[config.mk]
export PLATFORM = sky130hd
export DESIGN_NAME = mem_arbiter_flat
export DESIGN_NICKNAME = d
export VERILOG_FILES = /design/src/rtl/mem_arbiter_if.sv /design/src/rtl/mem_arbiter.sv /design/src/flat_wrapper.sv
export SDC_FILE = /design/constraint.sdc
export NUM_CORES = 1
export LEC_CHECK = 0
export ABC_CLOCK_PERIOD_IN_PS = 2700
export BUFFER_PORTS_ARGS = -buffer_cell sky130_fd_sc_hd__buf_2
export CORE_MARGIN = 3
export CORE_UTILIZATION = 51
export CTS_CLUSTER_DIAMETER = 40
export DETAILED_ROUTE_END_ITERATION = 12
export PLACE_DENSITY_LB_ADDON = 0.2
export SYNTH_ARGS = -nofsm -noshare
export SYNTH_HDL_FRONTEND = slang
export SYNTH_SLANG_ARGS = --single-unit
[constraint.sdc]
create_clock -name clk -period 2.7 [get_ports clk]
set_input_delay 0.405 -clock clk [delete_from_list [all_inputs] [get_ports clk]]
set_output_delay 0.405 -clock clk [all_outputs]
set_load 0.02 [all_outputs]
[src/rtl/mem_arbiter_if.sv]
// mem_arbiter_if: pipeline request/response and memory-side signals of the arbiter
interface mem_arbiter_if #(
    parameter int AW = 16,
    parameter int DW = 16
);
    logic          if_req;
    logic [AW-1:0] if_addr;
    logic          if_abort;
    logic          if_ready;
    logic [DW-1:0] if_rdata;
    logic          d_req;
    logic          d_we;
    logic [AW-1:0] d_addr;
    logic [DW-1:0] d_wdata;
    logic          d_ready;
    logic [DW-1:0] d_rdata;
    logic          stall_if;
    logic          stall_mem;
    logic          mem_en;
    logic          mem_we;
    logic [AW-1:0] mem_addr;
    logic [DW-1:0] mem_wdata;
    logic [DW-1:0] mem_rdata;

    modport slave (
        input  if_req, if_addr, if_abort, d_req, d_we, d_addr, d_wdata, mem_rdata,
        output if_ready, if_rdata, d_ready, d_rdata, stall_if, stall_mem,
               mem_en, mem_we, mem_addr, mem_wdata
    );

    modport master (
        output if_req, if_addr, if_abort, d_req, d_we, d_addr, d_wdata, mem_rdata,
        input  if_ready, if_rdata, d_ready, d_rdata, stall_if, stall_mem,
               mem_en, mem_we, mem_addr, mem_wdata
    );
endinterface

[src/rtl/mem_arbiter.sv]
// mem_arbiter: data-priority sharing of one multi-cycle memory between fetch and data access
module mem_arbiter #(
    parameter int LAT = 4,
    parameter int AW  = 16,
    parameter int DW  = 16
) (
    input  logic          clk,
    input  logic          rst,
    mem_arbiter_if.slave  bus
);
    localparam int             CW   = (LAT > 1) ? $clog2(LAT) : 1;
    localparam logic [CW-1:0]  LAST = CW'(LAT - 1);

    typedef enum logic [1:0] {IDLE, BUSY_D, BUSY_I} state_t;

    state_t        r_state, w_next;
    logic [CW-1:0] r_cnt;
    logic [AW-1:0] r_addr;
    logic          r_we;
    logic [DW-1:0] r_wdata;
    logic [DW-1:0] r_if_hold;
    logic [DW-1:0] r_d_hold;
    logic          w_last;
    logic          w_grant_d;
    logic          w_grant_i;

    // Arbitration, completion decode and memory/pipeline outputs
    always_comb begin
        w_next       = r_state;
        w_grant_d    = 1'b0;
        w_grant_i    = 1'b0;
        w_last       = (r_cnt == LAST);
        bus.if_ready = 1'b0;
        bus.d_ready  = 1'b0;
        case (r_state)
            IDLE: begin
                if (bus.d_req) begin
                    w_grant_d = 1'b1;
                    w_next    = BUSY_D;
                end else if (bus.if_req && !bus.if_abort) begin
                    w_grant_i = 1'b1;
                    w_next    = BUSY_I;
                end
            end
            BUSY_D: begin
                bus.d_ready = w_last;
                w_next      = w_last ? IDLE : BUSY_D;
            end
            BUSY_I: begin
                bus.if_ready = w_last && !bus.if_abort;
                w_next       = (w_last || bus.if_abort) ? IDLE : BUSY_I;
            end
            default: w_next = IDLE;
        endcase
        bus.mem_en    = (r_state != IDLE);
        bus.mem_we    = bus.mem_en && r_we;
        bus.mem_addr  = r_addr;
        bus.mem_wdata = r_wdata;
        bus.if_rdata  = bus.if_ready ? bus.mem_rdata : r_if_hold;
        bus.d_rdata   = (bus.d_ready && !r_we) ? bus.mem_rdata : r_d_hold;
        bus.stall_mem = bus.d_req && !bus.d_ready;
        bus.stall_if  = (bus.if_req && !bus.if_ready && !bus.if_abort) || bus.stall_mem;
    end

    // State, beat counter, latched request and read-data hold registers
    always_ff @(posedge clk) begin
        if (!rst) begin
            r_state   <= IDLE;
            r_cnt     <= '0;
            r_addr    <= '0;
            r_we      <= 1'b0;
            r_wdata   <= '0;
            r_if_hold <= '0;
            r_d_hold  <= '0;
        end else begin
            r_state <= w_next;
            r_cnt   <= (r_state != IDLE && w_next == r_state) ? r_cnt + 1'b1 : '0;
            if (w_grant_d) begin
                r_addr  <= bus.d_addr;
                r_we    <= bus.d_we;
                r_wdata <= bus.d_wdata;
            end else if (w_grant_i) begin
                r_addr <= bus.if_addr;
                r_we   <= 1'b0;
            end
            if (bus.if_ready)
                r_if_hold <= bus.mem_rdata;
            if (bus.d_ready && !r_we)
                r_d_hold <= bus.mem_rdata;
        end
    end
endmodule

[src/flat_wrapper.sv]
// flat-port wrapper written by rule: the top's interface ports become plain ports
module mem_arbiter_flat 
#(
    parameter int LAT = 4,
    parameter int AW  = 16,
    parameter int DW  = 16
)
  (clk, rst, bus_if_req, bus_if_addr, bus_if_abort, bus_d_req, bus_d_we, bus_d_addr, bus_d_wdata, bus_mem_rdata, bus_if_ready, bus_if_rdata, bus_d_ready, bus_d_rdata, bus_stall_if, bus_stall_mem, bus_mem_en, bus_mem_we, bus_mem_addr, bus_mem_wdata);
  mem_arbiter_if #(.AW(AW), .DW(DW)) bus_i ();
  input  logic clk;
  input  logic rst;
  input wire logic [$bits(bus_i.if_req)-1:0] bus_if_req;
  input wire logic [$bits(bus_i.if_addr)-1:0] bus_if_addr;
  input wire logic [$bits(bus_i.if_abort)-1:0] bus_if_abort;
  input wire logic [$bits(bus_i.d_req)-1:0] bus_d_req;
  input wire logic [$bits(bus_i.d_we)-1:0] bus_d_we;
  input wire logic [$bits(bus_i.d_addr)-1:0] bus_d_addr;
  input wire logic [$bits(bus_i.d_wdata)-1:0] bus_d_wdata;
  input wire logic [$bits(bus_i.mem_rdata)-1:0] bus_mem_rdata;
  output wire logic [$bits(bus_i.if_ready)-1:0] bus_if_ready;
  output wire logic [$bits(bus_i.if_rdata)-1:0] bus_if_rdata;
  output wire logic [$bits(bus_i.d_ready)-1:0] bus_d_ready;
  output wire logic [$bits(bus_i.d_rdata)-1:0] bus_d_rdata;
  output wire logic [$bits(bus_i.stall_if)-1:0] bus_stall_if;
  output wire logic [$bits(bus_i.stall_mem)-1:0] bus_stall_mem;
  output wire logic [$bits(bus_i.mem_en)-1:0] bus_mem_en;
  output wire logic [$bits(bus_i.mem_we)-1:0] bus_mem_we;
  output wire logic [$bits(bus_i.mem_addr)-1:0] bus_mem_addr;
  output wire logic [$bits(bus_i.mem_wdata)-1:0] bus_mem_wdata;
  assign bus_i.if_req = bus_if_req;
  assign bus_i.if_addr = bus_if_addr;
  assign bus_i.if_abort = bus_if_abort;
  assign bus_i.d_req = bus_d_req;
  assign bus_i.d_we = bus_d_we;
  assign bus_i.d_addr = bus_d_addr;
  assign bus_i.d_wdata = bus_d_wdata;
  assign bus_i.mem_rdata = bus_mem_rdata;
  assign bus_if_ready = bus_i.if_ready;
  assign bus_if_rdata = bus_i.if_rdata;
  assign bus_d_ready = bus_i.d_ready;
  assign bus_d_rdata = bus_i.d_rdata;
  assign bus_stall_if = bus_i.stall_if;
  assign bus_stall_mem = bus_i.stall_mem;
  assign bus_mem_en = bus_i.mem_en;
  assign bus_mem_we = bus_i.mem_we;
  assign bus_mem_addr = bus_i.mem_addr;
  assign bus_mem_wdata = bus_i.mem_wdata;
  mem_arbiter #(.LAT(LAT), .AW(AW), .DW(DW)) u_core (.clk(clk), .rst(rst), .bus(bus_i));
endmodule
==> results of run 1 <==
==> worst min-delay path by stage <==
stage                                                       end  slack, ps  cells past startpoint
after floorplan                      u_core.r_cnt[0]$_SDFF_PN0_        410                      1
after global placement               u_core.r_cnt[0]$_SDFF_PN0_        420                      1
after detailed placement             u_core.r_cnt[0]$_SDFF_PN0_        430                      1
after CTS                 u_core.bus.mem_wdata[11]$_SDFFE_PN0P_        290                      3
after global routing      u_core.bus.mem_wdata[11]$_SDFFE_PN0P_        300                      3
final                      u_core.bus.mem_wdata[6]$_SDFFE_PN0P_        310                      3
==> layer usage <==
metal | vias up | global-route usage, %
met2 | 94 | 35.2
met3 | 7 | 5.73
met1 | 1247 | 23.4
li1 | 1345 | -
met4 | 0 | 7.77
met5 | - | 0
==> flip-flops by register name (all words and copies together) (netlist names) <==
name,cells
u_core.bus.mem_addr,16
u_core.bus.mem_wdata,16
u_core.r_cnt,2
u_core.r_d_hold,16
u_core.r_if_hold,16
u_core.r_state,2
u_core.r_we,1
==> cells by family (layout without fill, tap and decap cells) <==
family / after synthesis / in the layout / synth area share, %
and+or+nand+nor: 116 / 116 / 21.4
muxes: 34 / 34 / 14.2
DFF: 69 / 69 / 43.4
adders and majority gates: 1 / 1 / 0.393
AOI/OAI and AO/OA: 51 / 51 / 12.7
buffers and inverters: 45 / 182 / 7.98
==> power groups by stage <==
stage          clock network, mW  logic, mW  registers, mW
2_1_floorplan                  0      0.137           1.15
3_3_place_gp                   0      0.294           1.11
3_5_place_dp                   0      0.300           1.11
4_1_cts                    0.953      0.301           1.09
5_1_grt                    0.994      0.330           1.10
6_report                   0.931      0.297           1.09
==> synth_stat cells (2+ instances only) <==
library cell,count
clkbuf_1,10
a2111oi_0,16
o31ai_1,16
a21boi_0,16
mux2i_1,2
nor2_1,17
buf_2,6
mux2_2,13
buf_4,2
and2_1,34
nor3b_1,19
dfxtp_1,69
buf_12,2
inv_1,19
nand2_1,32
buf_6,5
mux2_4,19
==> area by class of cell <==
type / count / area, um^2 / share of cell area, %
Clock inverter: 6 / 86.3 / 2.12
Multi-Input combinational cell: 202 / 1550 / 38.0
Inverter: 20 / 75.1 / 1.84
Tap cell: 75 / 93.8 / 2.30
Timing Repair Buffer: 146 / 748 / 18.4
Clock buffer: 10 / 138 / 3.38
Sequential cell: 69 / 1380 / 33.9
==> stage by stage <==
step / cell area [um^2] / setup slack (ps)
5_1_grt: 4070 / 25.2
6_report: 4070 / 169
3_5_place_dp: 3850 / 507
3_3_place_gp: 3850 / 573
4_1_cts: 4070 / 139
2_1_floorplan: 3180 / 785
==> worst reg2reg max path, stage by stage, from the launching register on <==
cell and delay [ps]:
dfxtp_1 350, ha_1 270, nor4bb_4 310, buf_4 330, mux2_2 390, and2_1 160
==> cells in the final DEF (no fill, tap or decap), types with 2 or more instances in the layout <==
cell	instances
o31ai_1	16
clkbuf_8	10
buf_2	139
a2111oi_0	16
mux2_4	19
buf_4	7
nand2_1	32
mux2i_1	2
and2_1	34
dfxtp_1	69
mux2_2	13
a21boi_0	16
inv_1	19
bufinv_16	2
nor2_1	17
clkinv_2	2
nor3b_1	19
==> results.tsv, run 1 <==
stage	metric	value	unit
min_path	hold path startpoint	bus_d_wdata[6]	
final_layout	non-filler cells, final	528	
route	mean routed wirelength per cell	13.5	um
logic_synthesis	register area share after synthesis	43.4	%
die	DIE AREA	7230	um^2
setup_path	Critical Path AT	2130	ps
power	Gate power share	12.8	%
timing	WHS	307	ps
timing	Worst-Margin Slew	893	ps
timing	Rel. slew slack	40.2	%
die	Initial Util	53.2	%
setup_path	reg2reg path depth	5	
route	final wirelength	7140	um
power	Sequential Power Share	47.0	%
power	Leakage	2.01	nW
logic_synthesis	syn_nets	387	
route	DR top layer	met4	
timing	count of final setup violators	0	
setup_path	Reg-to-Reg Start	u_core.r_cnt[0]$_SDFF_PN0_	
placement	dpl hpwl	5090	um
cts	worst skew pair latency	330	ps
cts	Root Buffer	clkbuf_8	
logic_synthesis	Post-synth ARST share	0	%
logic_synthesis	synthesis warning total	0	
placement	RePlAce Congestion	0.784	
route	metal3 WL	623	um
power	Clock power frac	40.1	%
die	I/O Pins	140	
setup_path	Setup crit end	bus_if_rdata[15]	
route	vias post-DR	2693	
logic_synthesis	flops & latches, synth	69	
power	NetSw	592	uW
cts	CTS max path bufs	2	
die	row count	28	
logic_synthesis	Top FF cell, synth	dfxtp_1	
global_route	total gr overflow	0	
timing	maximum clock rate	395	MHz
timing	post-route clock period utilization	93.8	%
setup_path	Worst path max stage delay	380	ps
cts	cts repair resizes	0	
cts	CTS tree	built	
setup_path	reg-to-reg endpoint	u_core.r_if_hold[2]$_SDFF_PN0_	
timing	setup TNS	0	ps
setup_path	WP data required	2300	ps
logic_synthesis	Mapped Area	3180	um^2
route	M1 wire length	3000	um
global_route	vias in the first global route	2657	
route	routed vias/inst	5.10	
route	First-pass DRT Iterations	4	
logic_synthesis	cells after synthesis	316	
power	Net Sw Frac	25.5	%
timing	Tmin final	2530	ps
route	Post-DRT Antenna Nets	0	
cts	postcts setup bufs	0	
setup_path	reg2reg setup slack	800	ps
setup_path	critical path's slowest cell	mux2_2	
setup_path	crit path from	u_core.r_cnt[0]$_SDFF_PN0_	
status	status	finished, final reports clean	
die	width of the die	85.0	um
logic_synthesis	EDFF count, synth	0	
route	DRC viols	0	
timing	RSZ-0062 raised after global routing	false	
setup_path	Buf/Inv on CP	2	
power	Pint	1.73	mW
die	core area	5990	um^2
cts	CTS Buf Count	9	
logic_synthesis	Post-Syn Area per Cell	10.1	um^2
final_layout	P&R area growth vs syn	27.9	%
cts	CTS sink count	69	
power	PD cells	569	nW/um^2
route	WL met2	3440	um
logic_synthesis	Yosys top cell by area	dfxtp_1	
min_path	Min-Delay Path Class	input port to flip-flop	
global_route	antenna violations before repair	0	
final_layout	nets	519	
placement	Port Buf Inserts	139	
final_layout	# fillers	510	
final_layout	share of cells above drive strength 1	44.4	%
final_layout	ant diodes	0	
setup_path	Crit path depth	5	
cts	clock slew at reported path FFs	80	ps
cts	H-tree depth	3	
global_route	first-pass GRT wire length	11900	um
die	Die Span Y	85.0	um
flow_run	Max Cap Viol	0	
global_route	largest net degree at the start of global routing	40	
setup_path	crit path max fanout	17	
setup_path	CP Cell Sequence	ha_1 -> nor4bb_4 -> buf_4 -> mux2_2 -> buf_2	
power	Tot Pwr	2.32	mW
logic_synthesis	Netlist cell types	36	
timing	final hold violations	0	
logic_synthesis	Area contributors post-synth	dfxtp_1 (43%), mux2_4 (9.0%), and2_1 (6.7%)	
power	worst IR drop on VDD	0.369	mV
setup_path	Crit path max-delay family	buffers and inverters	
placement	Cells after DPL	512	
timing	Clock Skews	7.68	ps
setup_path	critical setup path kind	flip-flop to output port	
cts	hold buffer count at cts	0	
final_layout	Core Util, Final	68.0	%
global_route	gr usage total	20.2	%
logic_synthesis	share of the synthesized area in the top cell type	43.4	%
timing	Slew Limit Fails	0	
route	drt initial violations	94	
setup_path	Setup crit start kind	flip-flop	
setup_path	Critical Path Sink Type	output port	
Note: power is estimated with default switching activity, not from simulation.
==> inputs of run 2 (changes only) <==
- BUFFER_PORTS_ARGS: -buffer_cell sky130_fd_sc_hd__buf_2 -> not set
- CORE_UTILIZATION: 51 -> 63
- DONT_BUFFER_PORTS: not set -> 1
==> results.tsv, run 2 (same netlist as run 1, synthesis figures left out) <==
stage	metric	value	unit	change
power	Clock power frac	39.2	%	was 40.1%
cts	CTS max path bufs	2		unchanged
cts	Root Buffer	clkbuf_8		unchanged
timing	Tmin final	2490	ps	was 2530 ps
cts	CTS sink count	69		unchanged
flow_run	Max Cap Viol	0		unchanged
global_route	first-pass GRT wire length	10400	um	was 11900 um
placement	Area after DPL	3130	um^2	was 3850 um^2
setup_path	CP Cell Sequence	ha_1 -> nor4bb_4 -> buf_4 -> mux2_2		was ha_1 -> nor4bb_4 -> buf_4 -> mux2_2 -> buf_2
cts	worst skew pair latency	330	ps	about the same
route	First-pass DRT Iterations	4		unchanged
setup_path	WP data required	2300	ps	about the same
timing	Worst Slack Setup Final	210	ps	was 169 ps
placement	Port Buf Inserts	0		was 139
status	status	finished, final reports clean		unchanged
final_layout	commonest non-fill, non-tap cell in the layout	dfxtp_1		was buf_2
die	width of the die	77.1	um	was 85.0 um
global_route	antenna violations before repair	0		unchanged
timing	Slew Limit Fails	0		unchanged
cts	CTS Buf Count	9		unchanged
power	worst IR drop on VDD	0.430	mV	was 0.369 mV
timing	Rel. slew slack	42.6	%	was 40.2%
final_layout	P&R area growth vs syn	4.48	%	was 27.9%
final_layout	nets	378		was 519
power	Gate power share	6.3	%	was 12.8%
global_route	largest net degree at the start of global routing	70		was 40
cts	clock slew at reported path FFs	70	ps	was 80 ps
setup_path	Crit path max-delay family	multiplexers		was buffers and inverters
final_layout	# fillers	413		was 510
power	NetSw	536	uW	was 592 uW
cts	cts repair resizes	0		unchanged
setup_path	critical setup path kind	flip-flop to output port		unchanged
global_route	vias in the first global route	2141		was 2657
timing	post-route clock period utilization	92.2	%	was 93.8%
power	Sequential Power Share	54.4	%	was 47.0%
timing	setup TNS	0	ps	unchanged
final_layout	ant diodes	0		unchanged
final_layout	area of the multi-input gates	1550	um^2	unchanged
final_layout	Finished Cell Area	3330	um^2	was 4070 um^2
final_layout	most frequent cells in the layout	dfxtp_1 (69), and2_1 (34), nand2_1 (32)		was buf_2 (139), dfxtp_1 (69), and2_1 (34), nand2_1 (32)
route	final wirelength	6460	um	was 7140 um
setup_path	Critical Path AT	2090	ps	was 2130 ps
cts	H-tree depth	3		unchanged
setup_path	Setup crit start kind	flip-flop		unchanged
final_layout	share of cells above drive strength 1	19.2	%	was 44.4%
route	DRC viols	0		unchanged
power	Pint	1.57	mW	was 1.73 mW
die	Initial Util	66.1	%	was 53.2%
route	mean routed wirelength per cell	17.0	um	was 13.5 um
timing	maximum clock rate	402	MHz	was 395 MHz
setup_path	Buf/Inv on CP	1		was 2
power	Leakage	1.34	nW	was 2.01 nW
die	row count	25		was 28
route	Post-DRT Antenna Nets	0		unchanged
timing	Worst-Margin Slew	856	ps	was 893 ps
route	drt initial violations	137		was 94
setup_path	Worst path max stage delay	450	ps	was 380 ps
placement	dpl hpwl	4480	um	was 5090 um
timing	Clock Skews	4.72	ps	was 7.68 ps
timing	count of final setup violators	0		unchanged
die	DIE AREA	5940	um^2	was 7230 um^2
power	PD cells	632	nW/um^2	was 569 nW/um^2
route	routed vias/inst	5.75		was 5.10
placement	Post-Place Setup Slack	570	ps	was 507 ps
cts	hold buffer count at cts	0		unchanged
setup_path	crit path max fanout	17		unchanged
die	I/O Pins	140		unchanged
cts	CTS tree	built		unchanged
placement	RePlAce Congestion	0.747		was 0.784
timing	RSZ-0062 raised after global routing	false		unchanged
timing	final hold violations	0		unchanged
final_layout	FF+latch area	1380	um^2	unchanged
global_route	gr usage total	21.6	%	was 20.2%
die	core area	4820	um^2	was 5990 um^2
global_route	total gr overflow	0		unchanged
setup_path	critical path's slowest cell	mux2_2		unchanged
die	Die Span Y	77.1	um	was 85.0 um
setup_path	Critical Path Sink Type	output port		unchanged
min_path	Min-Delay Path Class	input port to flip-flop		unchanged
cts	postcts setup bufs	0		unchanged
route	vias post-DR	2178		was 2693
power	Net Sw Frac	25.5	%	about the same
[run 2: cell types whose count changed in the layout (fill, tap and decap cells not counted)]
cell,change
clkinv_4,-1
bufinv_16,-1
buf_4,-2
clkinvlp_4,+2
buf_2,-139
[run 2: final cells by class]
cell class	count	area share, %
sequential	69	41.5
inverter	20	2.26
timing repair buffer	5	1.13
tap	67	2.52
clock inverter	6	1.88
clock buffer	10	4.14
multi-input combinational	202	46.6
[run 2: worst paths after layout]
kind | startpoint | to | slack [ps] | cells after the start
worst max-delay path | u_core.r_cnt[0]$_SDFF_PN0_ | bus_if_rdata[4] | 210 | 4
worst min-delay path | bus_d_wdata[11] | u_core.bus.mem_wdata[11]$_SDFFE_PN0P_ | 210 | 2
worst max register to register | u_core.r_cnt[0]$_SDFF_PN0_ | u_core.r_if_hold[2]$_SDFF_PN0_ | 650 | 5
worst min register to register | u_core.r_cnt[0]$_SDFF_PN0_ | u_core.r_cnt[0]$_SDFF_PN0_ | 450 | 1
[run 2: metrics by stage]
stage                     cells  hold slack [ps]  util [%]  power, mW
after floorplan             316              408         -       1.29
after global placement      363              414      64.9       1.30
after detailed placement    363              436      64.9       1.30
after CTS                   379              180      69.1       2.13
after global routing        379              187      69.1       2.21
final                       379              213      69.1       2.10
[run 2: power by group through the flow]
stage	clock [mW]	combinational [mW]	sequential (mW)
global placement	0	0.128	1.17
floorplan	0	0.137	1.15
finish	0.825	0.133	1.15
detailed placement	0	0.135	1.17
CTS	0.850	0.135	1.15
global route	0.902	0.153	1.15
[run 2: per-layer routing]
metal	wire, um	vias to the layer above	global-route usage (%)
met1	2800	1009	26.9
met5	0	-	0
met2	2960	97	33.8
met4	44	0	8.01
met3	647	6	8.22
li1	-	1066	-
==> inputs of run 3 (changes only) <==
- CORE_MARGIN: 3 -> not set
==> results.tsv, run 3 (same netlist as run 1, synthesis figures left out) <==
stage	metric	value	unit	change
global_route	M2 GR Usage	37.8	%	was 33.8%
setup_path	reg-to-reg endpoint	u_core.r_if_hold[5]$_SDFF_PN0_		was u_core.r_if_hold[2]$_SDFF_PN0_
power	Clock power frac	35.2	%	was 39.2%
final_layout	# fillers	382		was 413
timing	Clock Skews	8.89	ps	was 4.72 ps
cts	clock slew at reported path FFs	70	ps	about the same
route	Post-DRT Antenna Nets	0		unchanged
global_route	first-pass GRT wire length	9390	um	was 10400 um
cts	H-tree depth	3		unchanged
setup_path	Setup crit start kind	flip-flop		unchanged
setup_path	critical setup path kind	flip-flop to output port		unchanged
timing	RSZ-0062 raised after global routing	false		unchanged
route	routed vias/inst	5.78		was 5.75
global_route	GR Layer Usage met3	7.73	%	was 8.22%
flow_run	Max Cap Viol	0		unchanged
setup_path	reg2reg path depth	5		unchanged
placement	RePlAce Congestion	0.760		was 0.747
cts	CTS Buf Count	9		unchanged
cts	cts repair resizes	0		unchanged
setup_path	crit path max fanout	17		unchanged
power	Pint	1.47	mW	was 1.57 mW
placement	Area after DPL	3130	um^2	about the same
timing	Slew Limit Fails	0		unchanged
die	I/O Pins	140		unchanged
cts	Root Buffer	clkbuf_8		unchanged
global_route	met1 global-route usage	26.5	%	was 26.9%
die	width of the die	73.1	um	was 77.1 um
route	mean routed wirelength per cell	16.3	um	was 17.0 um
cts	hold buffer count at cts	0		unchanged
timing	setup TNS	0	ps	unchanged
final_layout	Finished Cell Area	3290	um^2	was 3330 um^2
route	drt initial violations	107		was 137
power	Sequential Power Share	58.0	%	was 54.4%
cts	postcts setup bufs	0		unchanged
timing	post-route clock period utilization	90.9	%	was 92.2%
global_route	antenna violations before repair	0		unchanged
setup_path	Setup crit end	bus_if_rdata[0]		was bus_if_rdata[4]
die	row count	25		unchanged
status	status	finished, final reports clean		unchanged
timing	final hold violations	0		unchanged
final_layout	ant diodes	0		unchanged
power	NetSw	504	uW	was 536 uW
route	vias post-DR	2191		was 2178
timing	Worst Slack Setup Final	247	ps	was 210 ps
die	Die Span Y	73.1	um	was 77.1 um
die	DIE AREA	5340	um^2	was 5940 um^2
power	PD cells	601	nW/um^2	was 632 nW/um^2
die	Initial Util	66.5	%	was 66.1%
placement	Post-Place Setup Slack	571	ps	was 570 ps
setup_path	reg2reg setup slack	700	ps	was 650 ps
cts	CTS sink count	69		unchanged
final_layout	nets	379		was 378
global_route	vias in the first global route	2044		was 2141
setup_path	Critical Path AT	2050	ps	was 2090 ps
timing	maximum clock rate	408	MHz	was 402 MHz
route	final wirelength	6190	um	was 6460 um
timing	WHS	201	ps	was 213 ps
timing	Worst-Margin Slew	936	ps	was 856 ps
final_layout	share of cells above drive strength 1	18.3	%	was 19.2%
min_path	Min-Delay Path Class	input port to flip-flop		unchanged
setup_path	Critical Path Sink Type	output port		unchanged
power	Gate power share	6.8	%	was 6.3%
power	Leakage	1.34	nW	about the same
timing	Rel. slew slack	37.3	%	was 42.6%
global_route	gr usage total	23.1	%	was 21.6%
cts	CTS max path bufs	2		unchanged
route	First-pass DRT Iterations	4		unchanged
final_layout	commonest non-fill, non-tap cell in the layout	dfxtp_1		unchanged
setup_path	WP data required	2300	ps	about the same
power	Net Sw Frac	25.5	%	about the same
final_layout	P&R area growth vs syn	3.42	%	was 4.48%
setup_path	crit path from	u_core.r_cnt[0]$_SDFF_PN0_		unchanged
global_route	largest net degree at the start of global routing	70		unchanged
global_route	total gr overflow	0		unchanged
placement	dpl hpwl	4150	um	was 4480 um
timing	Tmin final	2450	ps	was 2490 ps
global_route	Most Crowded Layer GR	met2		unchanged
final_layout	Core Util, Final	68.8	%	was 69.1%
min_path	hold path startpoint	rst		was bus_d_wdata[11]
final_layout	most frequent cells in the layout	dfxtp_1 (69), and2_1 (34), nand2_1 (32)		unchanged
die	core area	4790	um^2	was 4820 um^2
cts	worst skew pair latency	330	ps	about the same
setup_path	Reg-to-Reg Start	u_core.r_cnt[0]$_SDFF_PN0_		unchanged
timing	count of final setup violators	0		unchanged
cts	CTS tree	built		unchanged
route	DRC viols	0		unchanged
power	worst IR drop on VDD	0.371	mV	was 0.430 mV
placement	Port Buf Inserts	0		unchanged
run 3: cell count changes in the layout (fill, tap and decap cells not counted), sizes merged:
cell	change
buf	+1
clkinvlp	-3
bufinv	-1
clkbuf	+3
run 3: area by class of cell:
| class | instances | area (um^2) | area share, % |
|---|---|---|---|
| Clock inverter | 2 | 10.0 | 0.304 |
| Timing Repair Buffer | 6 | 45.0 | 1.37 |
| Clock buffer | 13 | 149 | 4.52 |
| Inverter | 20 | 75.1 | 2.28 |
| Tap cell | 67 | 83.8 | 2.55 |
| Sequential cell | 69 | 1380 | 41.9 |
| Multi-Input combinational cell | 202 | 1550 | 47.0 |
run 3: per-layer routing:
metal | vias to the layer above | routed length (um)
li1 | 1069 | -
met1 | 1008 | 2610
met2 | 99 | 2890
met3 | 15 | 532
met4 | 0 | 158
met5 | - | 0
run 3: worst max-delay path, stage by stage (launching register included):
cell,delay [ps]
dfxtp_1,330
ha_1,280
nor4bb_4,310
buf_4,340
mux2_2,450
run 3: how the worst min path moves through the flow:
stage / end / slack, ps / cells after the start
after floorplan: u_core.r_cnt[0]$_SDFF_PN0_ / 410 / 1
after global placement: u_core.r_cnt[0]$_SDFF_PN0_ / 420 / 1
after detailed placement: u_core.r_cnt[0]$_SDFF_PN0_ / 420 / 1
after CTS: u_core.r_if_hold[6]$_SDFF_PN0_ / 180 / 1
after global routing: u_core.r_if_hold[4]$_SDFF_PN0_ / 180 / 1
final: u_core.r_if_hold[6]$_SDFF_PN0_ / 200 / 1
run 3: metrics by stage:
stage	total power, mW	cells
after global routing	2.06	379
after detailed placement	1.31	364
final	1.98	379
after floorplan	1.29	316
after global placement	1.30	364
after CTS	2.00	379
run 3: power by group through the flow:
stage          Combinational [mW]  Clock, mW  Sequential, mW
3_5_place_dp                0.136          0            1.17
4_1_cts                     0.137      0.712            1.15
2_1_floorplan               0.137          0            1.15
5_1_grt                     0.153      0.751            1.15
3_3_place_gp                0.130          0            1.17
6_report                    0.135      0.696            1.15
